`src/rtl/serial_divider.sv`:
```
// Sequential unsigned restoring divider: one quotient bit per clock behind a
// Run/Done handshake. Results and the divide-by-zero flag persist until the next division ends.
module serial_divider #(
   parameter int WIDTH = 8
) (
   input  logic             Clk,
   input  logic             Reset,
   input  logic             Run,
   input  logic [WIDTH-1:0] Dividend,
   input  logic [WIDTH-1:0] Divisor,
   output logic [WIDTH-1:0] Quotient,
   output logic [WIDTH-1:0] Remainder,
   output logic             Busy,
   output logic             Done,
   output logic             DivByZero
);

   localparam int CW = (WIDTH > 1) ? $clog2(WIDTH) : 1;
   localparam logic [CW-1:0] LAST_STEP = CW'(WIDTH - 1);

   typedef enum logic [1:0] {
      IDLE,
      CALC,
      DONE
   } state_t;

   state_t           state;
   logic [WIDTH:0]   r;
   logic [WIDTH-1:0] q;
   logic [WIDTH-1:0] d;
   logic [CW-1:0]    count;

   logic [WIDTH:0]   trial;
   logic [WIDTH:0]   diff;
   logic             no_borrow;
   logic [WIDTH:0]   new_r;
   logic [WIDTH-1:0] new_q;

   // Shift the next dividend bit into the partial remainder, then trial-subtract
   // by adding the inverted divisor with carry-in 1; the carry-out means no borrow.
   always_comb begin
      trial = (r << 1) | {{WIDTH{1'b0}}, q[WIDTH-1]};
      {no_borrow, diff} = {1'b0, trial} + {1'b0, ~{1'b0, d}} + {{(WIDTH+1){1'b0}}, 1'b1};
      new_r = no_borrow ? diff : trial;
      new_q = {q[WIDTH-2:0], no_borrow};
   end

   // Control and datapath share one register block; the last CALC step writes
   // its results straight into the outputs so Done and the results appear together.
   always_ff @(posedge Clk or posedge Reset) begin
      if (Reset) begin
         state     <= IDLE;
         r         <= '0;
         q         <= '0;
         d         <= '0;
         count     <= '0;
         Quotient  <= '0;
         Remainder <= '0;
         Busy      <= 1'b0;
         Done      <= 1'b0;
         DivByZero <= 1'b0;
      end else begin
         case (state)
            IDLE: begin
               if (Run) begin
                  if (Divisor == '0) begin
                     Quotient  <= '1;
                     Remainder <= Dividend;
                     DivByZero <= 1'b1;
                     Done      <= 1'b1;
                     state     <= DONE;
                  end else begin
                     d     <= Divisor;
                     q     <= Dividend;
                     r     <= '0;
                     count <= '0;
                     Busy  <= 1'b1;
                     state <= CALC;
                  end
               end
            end
            CALC: begin
               r     <= new_r;
               q     <= new_q;
               count <= count + CW'(1);
               if (count == LAST_STEP) begin
                  Quotient  <= new_q;
                  Remainder <= new_r[WIDTH-1:0];
                  DivByZero <= 1'b0;
                  Busy      <= 1'b0;
                  Done      <= 1'b1;
                  state     <= DONE;
               end
            end
            DONE: begin
               // Hold here while the button is still pressed so one press gives one division.
               if (!Run) begin
                  Done  <= 1'b0;
                  state <= IDLE;
               end
            end
            default: begin
               Busy  <= 1'b0;
               Done  <= 1'b0;
               state <= IDLE;
            end
         endcase
      end
   end

endmodule
```
`config.mk`:
```
export PLATFORM = sky130hd
export DESIGN_NAME = serial_divider
export DESIGN_NICKNAME = d
export VERILOG_FILES = /design/src/rtl/serial_divider.sv
export SDC_FILE = /design/constraint.sdc
export NUM_CORES = 1
export LEC_CHECK = 0
export ABC_AREA = 1
export CELL_PAD_IN_SITES_DETAIL_PLACEMENT = 1
export CELL_PAD_IN_SITES_GLOBAL_PLACEMENT = 2
export CORE_UTILIZATION = 31
export CTS_CLUSTER_SIZE = 8
export DETAILED_ROUTE_END_ITERATION = 8
export PLACE_DENSITY_LB_ADDON = 0.25
export SLEW_MARGIN = 20
export SYNTH_ARGS = -nofsm -noshare
export SYNTH_HDL_FRONTEND = slang
export SYNTH_SLANG_ARGS = --single-unit
```
`constraint.sdc`:
```
create_clock -name Clk -period 2.6 [get_ports Clk]
set_input_delay 0.39 -clock Clk [delete_from_list [all_inputs] [get_ports Clk]]
set_output_delay 0.39 -clock Clk [all_outputs]
set_load 0.01 [all_outputs]
```
==> results_dict.tcl <==
set metrics [dict create \
    wl_per_cell_um 13.2 \
    p_comb_share_pct 56.4 \
    core_area_mm2 0.00818 \
    n_antenna_cell 0 \
    syn_area_mm2 0.00260 \
    synthToLayoutAreaGrowth_pct 21.9 \
    grt-ovfl-total 0 \
    peakVddDrop_uv 450 \
    cap_violations 0 \
    clock.fmax_mhz 478 \
    first_pass_iters 4 \
    rows 33 \
    slowest_delay_ns 0.41 \
    clkPwrFrac_pct 11.9 \
    grt_pass1_vias 2390 \
    clk_pin_slew_ns 0.10 \
    finalWorstSetupSlack_ns 0.509 \
    ys_ff_latch 48 \
    remaining_drc_errors 0 \
    setup_viol 0 \
    finalSetupTns_ns 0 \
    min_path_type "in -> async" \
    cts.hold.buffers_added 0 \
    vias_per_cell 4.63 \
    synth_compound_area_share_pct 8.66 \
    r2r_start "r[1]$_DFFE_PP0P_" \
    cellInternalPower_mw 2.02 \
    cts-buffers-inserted 5 \
    start_util_pct 31.8 \
    vias 2218 \
    crit_start "r[1]$_DFFE_PP0P_" \
    period_share_pct 80.4 \
    fill_cells 1002 \
    cp_slowest_cell "dfrtp_1" \
    synth-simple-area-share_pct 28.2 \
    place_congestion 0.756 \
    grt_max_degree 49 \
    synth_top_family_by_area "simple AND/OR/NAND/NOR gates" \
    cp.required_ns 2.81 \
    regArea_mm2 0.00120 \
    arrival_ns 2.30 \
    yosys_warnings 0 \
    cp_max_fo 10 \
    tightest_slew_ns 0.521 \
    track_usage_pct 16.6 \
    post_cts_buffers 0 \
    p_seq_share_pct 31.8 \
    synth_edf_count 0 \
    portBuffers 37 \
    worst-path-buf-inv 1 \
    ctsResizeCount 0 \
    drt_iter0_drc 115 \
    end_kind "register" \
    pin_count 38 \
    fin_nets 404 \
    drtAntennaViolNets 0 \
    cts_buffer_depth 2 \
    p_sw_share_pct 45.9 \
    cts_tree "yes" \
    path_cells "ha_1 -> or2_2 -> nand3_1 -> nand2_1 -> nand2_2 -> nand2_2 -> nand3_1 -> nand3_1 -> nand2_1 -> inv_1" \
    dp_hpwl_um 4800 \
    preCtsSetupSlack_ns 0.431 \
    crit_family "simple AND/OR/NAND/NOR gates" \
    p_total_mw 3.74 \
    die_w_um 93.6 \
    worstSetupStartpointType "register" \
    syn_inst 335 \
    insertion_delay_ns 0.31 \
    root_buffer "clkbuf_8" \
    yosysSeqAreaShare_pct 46.2 \
    cts_sinks 48 \
    multi_input_area_mm2 0.00113 \
    ys.flop_type "dfrtp_1" \
    async_flop_share_pct 100 \
    drv_slew 0 \
    die_y_um 93.6 \
    synth_mux_area_share_pct 0 \
    power.leakage_nw 1.61 \
    avgSynthCellArea_um2 7.76 \
    grt_antenna_before_repair 0 \
    rsz0062_at_grt "false" \
    syn-num-nets 365 \
    dpl_cell_area_mm2 0.00309 \
    cpMostUsedCell "nand3_1" \
    finClkSkew_ns 0.0122 \
    synth_fa_ha_area_share_pct 5.58 \
    die_area_mm2 0.00876 \
    synth_cell_types 26 \
    worstSetupPathType "reg -> reg" \
    final_cell_area_mm2 0.00317 \
    p_switching_mw 1.72 \
    grt_pass1_wl_um 11300 \
    htreeDepth 2 \
    power_density_mw_per_mm2 1180 \
    hold_ws_ns 0.428 \
    drive_gt1_share_pct 8.56 \
    finalWirelength_um 6310 \
    slew_headroom_pct 65.1 \
    status "complete, no violations" \
    synthXorXnorAreaFrac_pct 1.01 \
    period_needed_ns 2.09 \
    hold_violations 0 \
]
==> layout by cell type, fill, tap and decap left out <==
master,netlist,layout
a21oi_1,19,19
a21oi_2,1,1
a22o_1,2,2
buf_12,0,1
buf_4,0,2
clkbuf_1,1,1
clkbuf_8,0,5
clkdlybuf4s50_1,0,37
clkinv_2,0,1
dfrtp_1,48,48
fa_1,1,1
ha_1,10,10
inv_1,58,57
inv_2,2,3
nand2_1,67,67
nand2_2,5,5
nand3_1,31,31
nand3_2,1,1
nand3b_1,1,1
nand4_1,11,11
nor2_1,33,33
nor2_2,3,3
nor3_1,1,1
o21ai_0,19,19
o21ai_2,1,1
or2_0,1,1
or2_2,9,9
xor2_1,3,3
==> routing by layer <==
layer	GRT usage, %	wire length, um	up-vias
met1	21.4	3050	1049
met4	3.85	59	0
met2	28.6	3030	33
met5	0	0	-
li1	-	-	1132
met3	3.25	177	4
==> final cells by class <==
cell class              instances  share of cell area [%]
multi-input cells             219                    35.7
flip-flops and latches         48                    37.9
inverters                      60                    7.10
well taps                     105                    4.14
repair buffers                 40                    12.8
clock inverters                 1                   0.158
clock buffers                   6                    2.29
==> synthesized netlist by cell type, drive strengths merged, types with 2 or more instances <==
master / number / share of area, %
a21oi: 20 / 4.0
a22o: 2 / 0.67
buf: 7 / 1.5
dfrtp: 48 / 46
ha: 10 / 4.8
inv: 60 / 8.7
nand2: 72 / 11
nand3: 32 / 6.3
nand4: 11 / 2.6
nor2: 36 / 5.5
o21ai: 20 / 4.0
or2: 10 / 2.4
xor2: 3 / 1.0
==> path summary, 6_finish.rpt <==
path                       slack (ns)  cells past startpoint                  endpoint
setup / recovery                 0.51                     10  Remainder[5]$_DFFE_PP0P_
hold / removal                   0.43                      3          Busy$_DFFE_PP0P_
hold reg to reg                  0.48                      2          Busy$_DFFE_PP0P_
min in group Clk                 0.48                      2          Busy$_DFFE_PP0P_
max in group asynchronous        1.93                      3          q[1]$_DFFE_PP0P_
setup reg to reg                 0.51                     10  Remainder[5]$_DFFE_PP0P_
==> stage by stage <==
step	std cells	util [%]
2_1_floorplan	335	-
3_3_place_gp	472	37.8
3_5_place_dp	472	37.8
4_1_cts	479	38.8
5_1_grt	479	38.8
6_report	479	38.8
==> cell families (layout without fill, tap and decap cells) <==
kind of cell / after synthesis / after routing
simple gates: 163 / 163
buf+inv: 68 / 107
flops: 48 / 48
compound gates: 42 / 42
fa+ha+maj: 11 / 11
xor+xnor: 3 / 3
==> state kept, by name, indices dropped and copies added, names as in the netlist <==
register   cells
Done           1
state          2
count          3
Busy           1
q              8
DivByZero      1
d              8
r              8
Quotient       8
Remainder      8
==> worst reg2reg max path, delay by kind of cell, from the launching register on <==
| kind | cells | cell delay [ns] |
|---|---|---|
| and+or+nand+nor | 8 | 1.19 |
| DFF | 1 | 0.41 |
| adders and majority gates | 1 | 0.36 |
| buffers and inverters | 1 | 0.03 |
==> power groups by stage <==
stage / Sequential (mW) / Combinational, mW / Clock, mW
global route: 1.23 / 2.46 / 0.489
CTS: 1.20 / 2.16 / 0.462
global placement: 1.20 / 2.09 / 0
finish: 1.19 / 2.11 / 0.444
floorplan: 1.20 / 1.52 / 0
detailed placement: 1.21 / 2.14 / 0
Power figures use the tool's default switching activity.
